File: src/rtl/gcd_pkg.sv
// Shared types and width helpers for the binary (Stein) GCD engine.
// Width helpers are constant functions so they can size ports from WIDTH.
package gcd_pkg;

    typedef enum logic [2:0] {
        S_IDLE,
        S_CHECK,
        S_TWOS,
        S_REDUCE,
        S_DONE
    } state_t;

    // Cycle counter width: worst case is 4*WIDTH+2 cycles from CHECK to DONE.
    function automatic int cnt_w(input int width);
        return $clog2(4 * width + 4);
    endfunction

    // Width of the common power-of-two exponent k (0..WIDTH).
    function automatic int k_w(input int width);
        return $clog2(width + 1);
    endfunction

endpackage

File: src/rtl/gcd_stein_datapath.sv
// Operand, exponent, cycle-count and result registers for the Stein GCD engine.
// Sequencing comes from the engine FSM via one-hot-ish strobes; status flags go back.
module gcd_stein_datapath
    import gcd_pkg::*;
#(
    parameter int WIDTH = 16,
    localparam int CNT_W = cnt_w(WIDTH),
    localparam int K_W   = k_w(WIDTH)
) (
    input  logic             clk,
    input  logic             rst,
    input  logic             i_load,
    input  logic             i_cnt_en,
    input  logic             i_shift_both,
    input  logic             i_shift_a,
    input  logic             i_shift_b,
    input  logic             i_sub,
    input  logic             i_capture,
    input  logic [WIDTH-1:0] i_a,
    input  logic [WIDTH-1:0] i_b,
    output logic             o_a_even,
    output logic             o_b_even,
    output logic             o_a_eq_b,
    output logic             o_a_gt_b,
    output logic             o_any_zero,
    output logic [WIDTH-1:0] o_gcd,
    output logic             o_zero,
    output logic [CNT_W-1:0] o_cycles
);

    logic [WIDTH-1:0] r_a;
    logic [WIDTH-1:0] r_b;
    logic [K_W-1:0]   r_k;
    logic [CNT_W-1:0] r_cnt;
    logic [WIDTH-1:0] r_gcd;
    logic             r_zero;
    logic [CNT_W-1:0] r_cycles;

    logic [WIDTH-1:0] w_a_nxt;
    logic [WIDTH-1:0] w_b_nxt;
    logic [K_W-1:0]   w_k_nxt;
    logic [CNT_W-1:0] w_cnt_nxt;
    logic [CNT_W-1:0] w_cnt_inc;
    logic [WIDTH-1:0] w_diff;
    logic [WIDTH-1:0] w_result;
    logic             w_both_zero;

    assign o_a_even    = ~r_a[0];
    assign o_b_even    = ~r_b[0];
    assign o_a_eq_b    = (r_a == r_b);
    assign o_a_gt_b    = (r_a > r_b);
    assign o_any_zero  = (r_a == '0) || (r_b == '0);
    assign w_both_zero = (r_a == '0) && (r_b == '0);

    // One subtractor: larger minus smaller, so the result never underflows.
    assign w_diff    = o_a_gt_b ? (r_a - r_b) : (r_b - r_a);
    assign w_cnt_inc = r_cnt + CNT_W'(1);

    // Capture happens either from CHECK (an operand is zero, gcd = a|b) or from
    // REDUCE on a==b (both nonzero, gcd = a<<k); the zero flag selects which.
    assign w_result = o_any_zero ? (r_a | r_b) : (r_a << r_k);

    always_comb begin
        w_a_nxt   = r_a;
        w_b_nxt   = r_b;
        w_k_nxt   = r_k;
        w_cnt_nxt = r_cnt;
        if (i_load) begin
            w_a_nxt   = i_a;
            w_b_nxt   = i_b;
            w_k_nxt   = '0;
            w_cnt_nxt = '0;
        end else begin
            if (i_cnt_en) begin
                w_cnt_nxt = w_cnt_inc;
            end
            if (i_shift_both) begin
                w_a_nxt = r_a >> 1;
                w_b_nxt = r_b >> 1;
                w_k_nxt = r_k + K_W'(1);
            end
            if (i_shift_a) begin
                w_a_nxt = r_a >> 1;
            end
            if (i_shift_b) begin
                w_b_nxt = r_b >> 1;
            end
            if (i_sub) begin
                if (o_a_gt_b) begin
                    w_a_nxt = w_diff;
                end else begin
                    w_b_nxt = w_diff;
                end
            end
        end
    end

    always_ff @(posedge clk) begin
        if (rst) begin
            r_a   <= '0;
            r_b   <= '0;
            r_k   <= '0;
            r_cnt <= '0;
        end else begin
            r_a   <= w_a_nxt;
            r_b   <= w_b_nxt;
            r_k   <= w_k_nxt;
            r_cnt <= w_cnt_nxt;
        end
    end

    // The capturing cycle itself counts, hence the incremented count.
    always_ff @(posedge clk) begin
        if (rst) begin
            r_gcd    <= '0;
            r_zero   <= 1'b0;
            r_cycles <= '0;
        end else if (i_capture) begin
            r_gcd    <= w_result;
            r_zero   <= w_both_zero;
            r_cycles <= w_cnt_inc;
        end
    end

    assign o_gcd    = r_gcd;
    assign o_zero   = r_zero;
    assign o_cycles = r_cycles;

endmodule

File: src/rtl/gcd_stein_engine.sv
// Binary (Stein) GCD engine with valid/ready request and result handshakes.
// FSM and handshake logic live here; arithmetic lives in gcd_stein_datapath.
module gcd_stein_engine
    import gcd_pkg::*;
#(
    parameter int WIDTH = 16,
    localparam int CNT_W = cnt_w(WIDTH)
) (
    input  logic             clk,
    input  logic             rst,
    input  logic             in_valid,
    output logic             in_ready,
    input  logic [WIDTH-1:0] in_a,
    input  logic [WIDTH-1:0] in_b,
    output logic             out_valid,
    input  logic             out_ready,
    output logic [WIDTH-1:0] out_gcd,
    output logic             out_zero,
    output logic [CNT_W-1:0] out_cycles
);

    state_t r_state;
    state_t w_next;

    logic w_load;
    logic w_cnt_en;
    logic w_shift_both;
    logic w_shift_a;
    logic w_shift_b;
    logic w_sub;
    logic w_capture;
    logic w_a_even;
    logic w_b_even;
    logic w_a_eq_b;
    logic w_a_gt_b;
    logic w_any_zero;

    gcd_stein_datapath #(
        .WIDTH (WIDTH)
    ) u_datapath (
        .clk          (clk),
        .rst          (rst),
        .i_load       (w_load),
        .i_cnt_en     (w_cnt_en),
        .i_shift_both (w_shift_both),
        .i_shift_a    (w_shift_a),
        .i_shift_b    (w_shift_b),
        .i_sub        (w_sub),
        .i_capture    (w_capture),
        .i_a          (in_a),
        .i_b          (in_b),
        .o_a_even     (w_a_even),
        .o_b_even     (w_b_even),
        .o_a_eq_b     (w_a_eq_b),
        .o_a_gt_b     (w_a_gt_b),
        .o_any_zero   (w_any_zero),
        .o_gcd        (out_gcd),
        .o_zero       (out_zero),
        .o_cycles     (out_cycles)
    );

    always_ff @(posedge clk) begin
        if (rst) begin
            r_state <= S_IDLE;
        end else begin
            r_state <= w_next;
        end
    end

    always_comb begin
        w_next       = r_state;
        w_load       = 1'b0;
        w_cnt_en     = 1'b0;
        w_shift_both = 1'b0;
        w_shift_a    = 1'b0;
        w_shift_b    = 1'b0;
        w_sub        = 1'b0;
        w_capture    = 1'b0;
        case (r_state)
            S_IDLE: begin
                if (in_valid) begin
                    w_load = 1'b1;
                    w_next = S_CHECK;
                end
            end
            S_CHECK: begin
                w_cnt_en = 1'b1;
                if (w_any_zero) begin
                    w_capture = 1'b1;
                    w_next    = S_DONE;
                end else begin
                    w_next = S_TWOS;
                end
            end
            S_TWOS: begin
                w_cnt_en = 1'b1;
                if (w_a_even && w_b_even) begin
                    w_shift_both = 1'b1;
                end else begin
                    w_next = S_REDUCE;
                end
            end
            S_REDUCE: begin
                w_cnt_en = 1'b1;
                if (w_a_even) begin
                    w_shift_a = 1'b1;
                end else if (w_b_even) begin
                    w_shift_b = 1'b1;
                end else if (w_a_eq_b) begin
                    w_capture = 1'b1;
                    w_next    = S_DONE;
                end else begin
                    w_sub = 1'b1;
                end
            end
            S_DONE: begin
                if (out_ready) begin
                    w_next = S_IDLE;
                end
            end
            default: begin
                w_next = S_IDLE;
            end
        endcase
    end

    assign in_ready  = (r_state == S_IDLE);
    assign out_valid = (r_state == S_DONE);

endmodule
File: config.mk
export PLATFORM = sky130hd
export DESIGN_NAME = gcd_stein_engine
export DESIGN_NICKNAME = d
export VERILOG_FILES = /design/src/rtl/gcd_pkg.sv /design/src/rtl/gcd_stein_datapath.sv /design/src/rtl/gcd_stein_engine.sv
export SDC_FILE = /design/constraint.sdc
export NUM_CORES = 1
export LEC_CHECK = 0
export CAP_MARGIN = 20
export CORE_MARGIN = 5
export CORE_UTILIZATION = 63
export CTS_BUF_LIST = sky130_fd_sc_hd__clkbuf_16
export DETAILED_ROUTE_END_ITERATION = 7
export PLACE_DENSITY_LB_ADDON = 0.3
export SYNTH_ARGS = -nofsm -noshare
export SYNTH_HDL_FRONTEND = slang
export SYNTH_SLANG_ARGS = --single-unit
export TNS_END_PERCENT = 30
File: constraint.sdc
create_clock -name clk -period 6.1 [get_ports clk]
set_input_delay 1.83 -clock clk [delete_from_list [all_inputs] [get_ports clk]]
set_output_delay 1.83 -clock clk [all_outputs]
set_load 0.005 [all_outputs]
==> impl_metrics.toml <==
[setup_path]
cpMaxStageDelayCell = "nor2_1"
start_kind = "primary input"
cp_top_family = "simple AND/OR/NAND/NOR gates"
crit_arrival_ns = 4.37
worst-path-buf-inv = 1
worst_setup_path_end_kind = "flip-flop"
cp.required_ns = 6.37
slowest_delay_ns = 1.10
path_max_fanout = 21
critical_path_class = "primary input to flip-flop"
path_cells = "clkdlybuf4s50_1 > nor2_1 > o221ai_1 > o21ai_0"

[clock_tree]
clk_path_buf_depth = 2
cts_max_level = 3
worstSkewPairLatency_ns = 0.34
post_cts_resized = 0
post-cts-setup-buffers = 0
cts_tree = "built"
cts-hold-fix-buffers = 0
clock_tree.root_cell = "clkbuf_16"
numCtsBuffers = 9
clock-sinks = 71
clk_pin_slew_ns = 0.06

[power]
seq_power_share_pct = 20.3
combPwrFrac_pct = 63.6
switching_power_w = 0.001790
peakVddDrop_v = 0.0003146
cellLeakagePower_nw = 2.626
finalPower_w = 0.003679
p_int_w = 0.001889
powerDensity_mw_per_mm2 = 512.1
p_clk_share_pct = 16.1
power_switching_share_pct = 48.66

[grt]
grtUsageTotal_pct = 34.07
grt_overflow = 0
grt_pass1_vias = 6174
grt_max_degree = 40
antenna_found_initial = 0
grt_pass1_wl_um = 31340

[run_status]
outcome = "finished, final reports clean"

[yosys]
synth_compound_area_share_pct = 22.79
ys_seq_area_share_pct = 22.91
synth_edf_count = 0
syn_nets = 876
syn_area_mm2 = 0.006205
yosys_warnings = 0
synth_xor_area_share_pct = 4.658
synth_flop_cell = "dfxtp_1"
synth.distinct_cells = 68
async_reset_ff_share_pct = 0
synth_top_family_by_area = "simple AND/OR/NAND/NOR gates"
synth_seq_cells = 71
synth_mux_area_share_pct = 8.913
yosys.area_share.simple_pct = 23.25
synth.avg_cell_area_um2 = 7.874
synthAdderAreaFrac_pct = 10.73
syn_inst = 788

[placed_design]
dp_slack_ns = 1.531
portBuffers = 61
place_congestion = 0.9461
dp_hpwl_um = 14830
dp.cells = 938

[cells_and_area]
fillers = 722
final_util_pct = 74.19
post_layout_nonfiller_instances = 956
antenna_cells = 0
drive_gt1_share_pct = 6.683
area_delta_synth_final_pct = 15.79
num-nets-final = 906

[timing]
rsz0062_at_grt = "no"
maxSlewHeadroom_pct = 24.32
finalCritPeriodShare_pct = 67.22
hold_viol = 0
setup_viol = 0
period_needed_ns = 4.100
worst_pin_slew_ns = 1.128
max_freq_mhz = 243.9
skew_ns = 0.004922
setup_slack_ns = 2.000
slew_violations = 0
tns_ns = 0

[drt]
num_vias = 6386
wire_per_inst_um = 20.84
ant_nets = 0
routed_via_density = 6.680
dr.pass1.iters = 5
drt_wl_total_um = 19920
drtIter0Drc = 758
drcViolationCount = 0

[worst_hold_path]
hp-class = "flip-flop to flip-flop"

[floorplanning]
die-width_um = 109.2
die_h_um = 109.2
rows = 36
initial_utilization_pct = 64.07
core_area_mm2 = 0.009684
io_pins = 62
fp.dieArea_mm2 = 0.01193

[run]
maxCapViolations = 0
[flip-flops by register name (all words and copies together), names as in the netlist]
| register | count |
|---|---|
| u_datapath.o_gcd | 16 |
| u_datapath.r_a | 16 |
| u_datapath.r_b | 16 |
| u_datapath.o_cycles | 7 |
| u_datapath.r_cnt | 7 |
| u_datapath.r_k | 5 |
| r_state | 3 |
| u_datapath.o_zero | 1 |
[stage by stage]
stage	area, um^2	hold slack [ns]
6_report	7184	0.4610
3_5_place_dp	6815	0.4584
4_1_cts	7146	0.4648
3_3_place_gp	6815	0.4406
5_1_grt	7184	0.5062
2_1_floorplan	6205	0.4483
[layout by cell type (no fill, tap or decap), drive strengths merged, types with 5 or more instances in the layout]
cell type / instances
o21ai: 28
a221o: 5
inv: 53
clkdlybuf4s50: 61
nand3: 10
or2: 6
xor2: 14
nor3: 39
or3: 10
nor2: 109
mux4: 12
nor4: 15
nand2: 36
xnor2: 19
mux2i: 26
o21bai: 6
a211oi: 21
o31a: 5
clkbuf: 9
o221ai: 5
and3: 6
a32oi: 6
nand4: 6
nand2b: 21
a31oi: 8
o31ai: 10
a2111oi: 12
ha: 50
a21o: 6
dfxtp: 71
nor2b: 11
and2: 10
buf: 8
a21oi: 44
[area by class of cell]
| type | instances | area (um^2) | area share, % |
|---|---|---|---|
| repair buffers | 69 | 694.4 | 9.666 |
| clock buffers | 9 | 225.2 | 3.135 |
| inverters | 52 | 195.2 | 2.717 |
| well taps | 133 | 166.4 | 2.316 |
| clock inverters | 7 | 105.1 | 1.463 |
| flip-flops and latches | 71 | 1421 | 19.78 |
| multi-input cells | 615 | 4377 | 60.92 |
[per-layer routing]
| layer | wire (um) | global-route usage [%] | up-vias |
|---|---|---|---|
| met2 | 9356 | 56.62 | 384 |
| met5 | 0 | 0 | - |
| li1 | - | - | 2929 |
| met3 | 1876 | 5.921 | 77 |
| met1 | 7807 | 42.40 | 2996 |
| met4 | 884 | 17.28 | 0 |
[power by group through the flow]
stage | Combinational [W] | Clock [W] | Sequential [W]
after global placement | 0.00218 | 0 | 0.000742
after CTS | 0.00225 | 0.000588 | 0.000740
after floorplan | 0.00165 | 0 | 0.000673
after global routing | 0.00251 | 0.000613 | 0.000761
after detailed placement | 0.00223 | 0 | 0.000749
final | 0.00234 | 0.000593 | 0.000748
[synthesized netlist by cell type, types with 4 or more instances]
| cell | count | area share [%] |
|---|---|---|
| o221a_2 | 4 | 0.73 |
| o311a_1 | 4 | 0.65 |
| o211ai_1 | 4 | 0.48 |
| o31a_1 | 5 | 0.71 |
| dfxtp_1 | 71 | 23 |
| o21ai_0 | 27 | 2.2 |
| o21bai_1 | 6 | 0.73 |
| o31ai_1 | 10 | 1.2 |
| xor2_1 | 14 | 2.0 |
| nor2_1 | 109 | 6.6 |
| and4_1 | 4 | 0.56 |
| mux2i_1 | 26 | 4.2 |
| nor4_1 | 15 | 1.5 |
| a221o_1 | 5 | 0.81 |
| a221oi_1 | 4 | 0.56 |
| nand4_1 | 6 | 0.61 |
| and2_1 | 9 | 0.91 |
| buf_2 | 14 | 1.1 |
| a32oi_1 | 6 | 0.85 |
| a211oi_1 | 21 | 2.5 |
| nand2b_1 | 21 | 2.1 |
| a31oi_1 | 8 | 0.81 |
| and3_1 | 6 | 0.61 |
| a2111oi_0 | 10 | 1.4 |
| o221ai_1 | 5 | 0.71 |
| clkbuf_1 | 32 | 1.9 |
| nand2_1 | 36 | 2.2 |
| a21o_1 | 6 | 0.73 |
| nor3_1 | 39 | 3.1 |
| xnor2_1 | 19 | 2.7 |
| ha_1 | 50 | 10 |
| inv_1 | 51 | 3.1 |
| nor2b_1 | 10 | 1.0 |
| a21oi_1 | 44 | 3.5 |
| or2_2 | 5 | 0.50 |
| or3_1 | 10 | 1.0 |
| mux4_2 | 12 | 4.4 |
| nand3_1 | 10 | 0.81 |
| nor3b_1 | 4 | 0.48 |
[cell families after synthesis]
logic type / count (synthesis)
adders and majority gates: 52
DFF: 71
AOI/OAI and AO/OA: 197
and+or+nand+nor: 293
buffers and inverters: 102
xor gates and xnor gates: 33
muxes: 40
[worst paths after layout]
path,from,end,slack (ns),cells past startpoint
max,rst,u_datapath.r_a[0],2.00,4
min reg2reg,u_datapath.o_zero,u_datapath.o_zero,0.46,2
min,u_datapath.o_zero,u_datapath.o_zero,0.46,2
max reg2reg,u_datapath.r_a[0],u_datapath.r_a[2],2.31,10
[worst reg2reg max path, delay by kind of cell (launching register included)]
family / cells / cell delay [ns]
buffers and inverters: 2 / 0.19
AO/OA/AOI/OAI: 4 / 2.14
flip-flops: 1 / 0.43
adder cells (fa/ha/maj): 2 / 0.59
AND/OR/NAND/NOR: 2 / 0.30
Note: power is estimated with default switching activity, not from simulation.
